<file path="config.mk">
export PLATFORM = sky130hd
export DESIGN_NAME = dsm_sinc3_decimator_flat
export DESIGN_NICKNAME = d
export VERILOG_FILES = /design/src/rtl/dsm_sinc3_decimator_if.sv /design/src/rtl/dsm_sinc3_decimator.sv /design/src/flat_wrapper.sv
export SDC_FILE = /design/constraint.sdc
export NUM_CORES = 1
export LEC_CHECK = 0
export ABC_AREA = 0
export ABC_CLOCK_PERIOD_IN_PS = 4500
export CAP_MARGIN = 10
export CORE_ASPECT_RATIO = 1.4
export CORE_MARGIN = 3
export CORE_UTILIZATION = 40
export CTS_CLUSTER_SIZE = 20
export DETAILED_ROUTE_END_ITERATION = 16
export PLACE_DENSITY_LB_ADDON = 0.12
export SLEW_MARGIN = 20
export SYNTH_ARGS = -nofsm -noshare
export SYNTH_HDL_FRONTEND = slang
export SYNTH_SLANG_ARGS = --single-unit
</file>
<file path="constraint.sdc">
create_clock -name i_clk -period 4.5 [get_ports i_clk]
set_input_delay 0.9 -clock i_clk [delete_from_list [all_inputs] [get_ports i_clk]]
set_output_delay 0.9 -clock i_clk [all_outputs]
set_load 0.01 [all_outputs]
</file>
<file path="src/rtl/dsm_sinc3_decimator_if.sv">
// Bitstream-in / PCM-out signal bundle for the sinc3 decimator.
// The master side drives the bitstream and the slave side returns decimated samples.
interface dsm_sinc3_decimator_if #(
  parameter int ACC_WIDTH = 17
);
  logic                        i_en;
  logic                        i_data;
  logic signed [ACC_WIDTH-1:0] o_data;
  logic                        o_valid;

  modport master (
    output i_en,
    output i_data,
    input  o_data,
    input  o_valid
  );

  modport slave (
    input  i_en,
    input  i_data,
    output o_data,
    output o_valid
  );
endinterface

</file>
<file path="src/rtl/dsm_sinc3_decimator.sv">
// Third-order CIC decimator: converts a 1-bit delta-sigma stream into signed PCM.
// It emits one sample every 2^DEC_LOG2 enabled bits.
module dsm_sinc3_decimator #(
  parameter int DEC_LOG2  = 5,
  parameter int ACC_WIDTH = 3*DEC_LOG2+2
) (
  input  logic                 i_clk,
  input  logic                 i_rst_n,
  dsm_sinc3_decimator_if.slave bus
);
  localparam logic [DEC_LOG2-1:0] CNT_LAST = {DEC_LOG2{1'b1}};

  logic signed [ACC_WIDTH-1:0] x_s;
  logic signed [ACC_WIDTH-1:0] i1_r, i2_r, i3_r;
  logic signed [ACC_WIDTH-1:0] d1_r, d2_r, d3_r;
  logic signed [ACC_WIDTH-1:0] c1_s, c2_s, c3_s;
  logic signed [ACC_WIDTH-1:0] data_r;
  logic [DEC_LOG2-1:0]         cnt_r;
  logic                        dec_stb_r;
  logic                        valid_r;

  // Map the modulator bit to +1 / -1
  always_comb begin
    x_s = {ACC_WIDTH{1'b1}};
    if (bus.i_data) begin
      x_s = ACC_WIDTH'(1);
    end else begin
      x_s = {ACC_WIDTH{1'b1}};
    end
  end

  // Comb differences over the current delay line
  always_comb begin
    c1_s = i3_r - d1_r;
    c2_s = c1_s - d2_r;
    c3_s = c2_s - d3_r;
  end

  // Integrator chain, decimation counter and strobe; modulo arithmetic wraps by design
  always_ff @(posedge i_clk or negedge i_rst_n) begin
    if (!i_rst_n) begin
      i1_r      <= '0;
      i2_r      <= '0;
      i3_r      <= '0;
      cnt_r     <= '0;
      dec_stb_r <= 1'b0;
    end else if (bus.i_en) begin
      i1_r      <= i1_r + x_s;
      i2_r      <= i2_r + i1_r;
      i3_r      <= i3_r + i2_r;
      cnt_r     <= cnt_r + DEC_LOG2'(1);
      dec_stb_r <= (cnt_r == CNT_LAST);
    end else begin
      dec_stb_r <= 1'b0;
    end
  end

  // Comb delay line and registered output, clocked by the strobe regardless of enable
  always_ff @(posedge i_clk or negedge i_rst_n) begin
    if (!i_rst_n) begin
      d1_r    <= '0;
      d2_r    <= '0;
      d3_r    <= '0;
      data_r  <= '0;
      valid_r <= 1'b0;
    end else if (dec_stb_r) begin
      d1_r    <= i3_r;
      d2_r    <= c1_s;
      d3_r    <= c2_s;
      data_r  <= c3_s;
      valid_r <= 1'b1;
    end else begin
      valid_r <= 1'b0;
    end
  end

  assign bus.o_data  = data_r;
  assign bus.o_valid = valid_r;
endmodule

</file>
<file path="src/flat_wrapper.sv">
// flat-port wrapper written by rule: the top's interface ports become plain ports
module dsm_sinc3_decimator_flat 
#(
  parameter int DEC_LOG2  = 5,
  parameter int ACC_WIDTH = 3*DEC_LOG2+2
)
  (i_clk, i_rst_n, bus_i_en, bus_i_data, bus_o_data, bus_o_valid);
  dsm_sinc3_decimator_if #(.ACC_WIDTH(ACC_WIDTH)) bus_i ();
  input  logic i_clk;
  input  logic i_rst_n;
  input wire logic [$bits(bus_i.i_en)-1:0] bus_i_en;
  input wire logic [$bits(bus_i.i_data)-1:0] bus_i_data;
  output wire logic [$bits(bus_i.o_data)-1:0] bus_o_data;
  output wire logic [$bits(bus_i.o_valid)-1:0] bus_o_valid;
  assign bus_i.i_en = bus_i_en;
  assign bus_i.i_data = bus_i_data;
  assign bus_o_data = bus_i.o_data;
  assign bus_o_valid = bus_i.o_valid;
  dsm_sinc3_decimator #(.DEC_LOG2(DEC_LOG2), .ACC_WIDTH(ACC_WIDTH)) u_core (.i_clk(i_clk), .i_rst_n(i_rst_n), .bus(bus_i));
endmodule
</file>
==> results.yml <==
setup_path:
  reg2reg_slack_ns: -0.20
  cp_data_required_time_ns: 4.81
  crit_path_end_kind: "flop"
  crit_arrival_ns: 5.01
  cp_num_buf_inv: 3
  startpoint_type: "flop"
  worstSetupStartpoint: "u_core.i3_r[0]"
  crit_top_cell: "o21a_1"
  path_class: "reg -> reg"
  cpLargestDelayFamily: "compound AO/OA/AOI/OAI gates"
  timing.rr.start: "u_core.i3_r[0]"
  cp_max_fo: 4
  slowest_stage: "dfrtp_1"
  cpPeakStageDelay_ns: 0.38
floorplanning:
  start_util_pct: 41.0
  core_mm2: 0.0221
  fp.dieArea_mm2: 0.0245
  fp.dieW_um: 133
  io_pins: 22
  rows: 64
  dieHeight_um: 184
synth:
  synth_area_mm2: 0.00907
  synth.yosys.seq_area_share_pct: 34.8
  syn_avg_cell_area_um2: 9.25
  ys.flop_type: "dfrtp_1"
  ys_seq_elements: 126
  syn_inst: 981
  yosysUniqueCellTypes: 69
  synth-edff-count: 0
  async_flop_share_pct: 100
  synth_top_area_share_pct: 34.8
  yosysTopAreaCell: "dfrtp_1"
  yosysWarnings: 0
  synth_nets: 1088
  synthTopCellsByArea: "dfrtp_1, ha_1, mux2_2"
clock_tree:
  htreeDepth: 4
  clkTransAtPathRegs_ns: 0.06
  clk_latency_ns: 0.43
  cts_buffer_depth: 2
  cts_hold_buf: 0
  cts_tree: "yes"
  numCtsBuffers: 17
  cts_sinks: 126
  clock-root-buffer: "clkbuf_16"
detailed_routing:
  vias_per_cell: 5.14
  wl_per_cell_um: 13.2
  routed_wl_um: 18400
  vias: 7175
  firstDrtPassIters: 4
  first_iter_violations: 189
  dr_wl_met2_um: 10100
  antenna_left: 0
  top_layer: "met4"
  drc: 0
  wl_met3_um: 297
  wl_met1_um: 7570
timing:
  rsz0062_at_grt: "yes"
  fin_crit_sh_pct: 105
  skew_ns: 0.00951
  slew_headroom_pct: 39.5
  slew_viol_final: 0
  fin_crit_ns: 4.70
  worstMarginPinSlew_ns: 0.907
  fmax_mhz: 213
  setup_ws_ns: -0.203
  finalSetupViolations: 5
  holdWs_ns: 0.466
  hold_viol: 0
placed_design:
  port-buffer-count: 21
  gp_congestion: 0.803
  dpl_cell_area_mm2: 0.0101
  dp_hpwl_um: 13200
  place_ws_ns: -0.435
  placed_cells: 1345
grt:
  antenna_found_initial: 0
  grt_usage_pct: 16.0
  grt_pass1_vias: 7295
  grt_pass1_wl_um: 32500
  grt_max_degree: 98
  grt_overflow: 0
status:
  status: "finished, violations left"
  violations: "negative setup slack"
finish:
  fin_cells: 1395
  final_layout_size_suffix_gt1_share_pct: 20.7
  fin_nets: 1194
  final_common_cell: "dfrtp_1"
  final_cell_area_mm2: 0.0112
  syn2layout_area_growth_pct: 23.1
  antenna_cells: 0
  layout_common_cells: "dfrtp_1, ha_1, buf_4"
worst_hold_path:
  min_from: "u_core.cnt_r[3]"
  hold_class: "reg -> reg"
run:
  max_cap_viol_count: 0
per-layer routing:
layer	track usage, %	vias up
li1	-	3716
met1	17.0	3375
met2	30.6	58
met3	3.00	26
met4	6.88	0
met5	0	-
layout make-up:
cell class,instances,area [µm²]
Inverter,84,318
Timing Repair Buffer,113,928
Fill cell,2090,10900
Sequential cell,126,3160
Multi-Input combinational cell,745,5780
Tap cell,297,372
Clock inverter,7,135
Clock buffer,23,478
registers in the layout (all words and copies together) (netlist names):
signal,count
u_core.bus.o_data,17
u_core.bus.o_valid,1
u_core.cnt_r,5
u_core.d1_r,17
u_core.d2_r,17
u_core.d3_r,17
u_core.dec_stb_r,1
u_core.i1_r,17
u_core.i2_r,17
u_core.i3_r,17
synthesized netlist by cell type, types with 3 or more instances:
cell type    n
a211oi_1     8
a21boi_1     4
a21o_1      24
a21oi_1     56
a21oi_2      5
a221oi_1     3
a31oi_1     17
and2_1       5
and3_1       9
buf_1        6
clkbuf_1    20
dfrtp_1    126
fa_1         6
ha_1        97
inv_1       82
mux2_2      45
mux2i_1      7
nand2_1     76
nand2b_1     6
nand3_1     21
nand3b_1     6
nand4_1      4
nor2_1      60
nor2b_1     10
nor3_1      17
nor3b_1      4
nor4_1       3
nor4b_1      5
o2111ai_1    5
o211ai_1     4
o21a_1      13
o21ai_0     48
o21ai_1     35
o21bai_1     8
o2bb2ai_1    4
o311a_1      3
o31ai_1      4
or3_1       14
xnor2_1     55
xor2_1      19
cells by family after synthesis:
family                     Yosys count  share of synthesized area, %
muxes                               53                          6.48
buffers and inverters              110                          4.58
AOI/OAI and AO/OA                  263                          18.7
DFF                                126                          34.8
xor gates and xnor gates            74                          7.14
adders and majority gates          103                          14.7
and+or+nand+nor                    252                          13.6
repair_timing:
action / in CTS / in global routing
setup endpoints to repair: 7 / 9
resized for setup: 21 / 29
setup buffers: 18 / 6
pin swaps: 24 / 25
worst reg2reg max path: cells and delay by family, from the launching register on:
family | cells | cell delay, ns
AND/OR/NAND/NOR | 7 | 1.17
multiplexers | 1 | 0.26
AO/OA/AOI/OAI | 8 | 1.32
XOR/XNOR | 2 | 0.23
buffers and inverters | 3 | 0.22
adder cells (fa/ha/maj) | 4 | 1.01
flip-flops | 1 | 0.38
worst paths after layout:
path / end / cells after the start
setup reg to reg: u_core.bus.o_data[12] / 25
min in group asynchronous: u_core.bus.o_data[1] / 1
setup / recovery: u_core.bus.o_data[12] / 25
hold / removal: u_core.cnt_r[3] / 1
hold reg to reg: u_core.cnt_r[3] / 1
max in group asynchronous: u_core.i3_r[2] / 2
per-stage QoR:
stage	util (%)	TNS, ns
6_report	50.5	-0.681
5_1_grt	50.5	-2.52
4_1_cts	49.7	-0.595
3_5_place_dp	45.9	-1.29
3_3_place_gp	45.9	-0.915
2_1_floorplan	-	-0.117
Power is left out: the tool's default activity adds up to more than one toggle a clock period on the data nets, which glitch-free logic cannot reach.
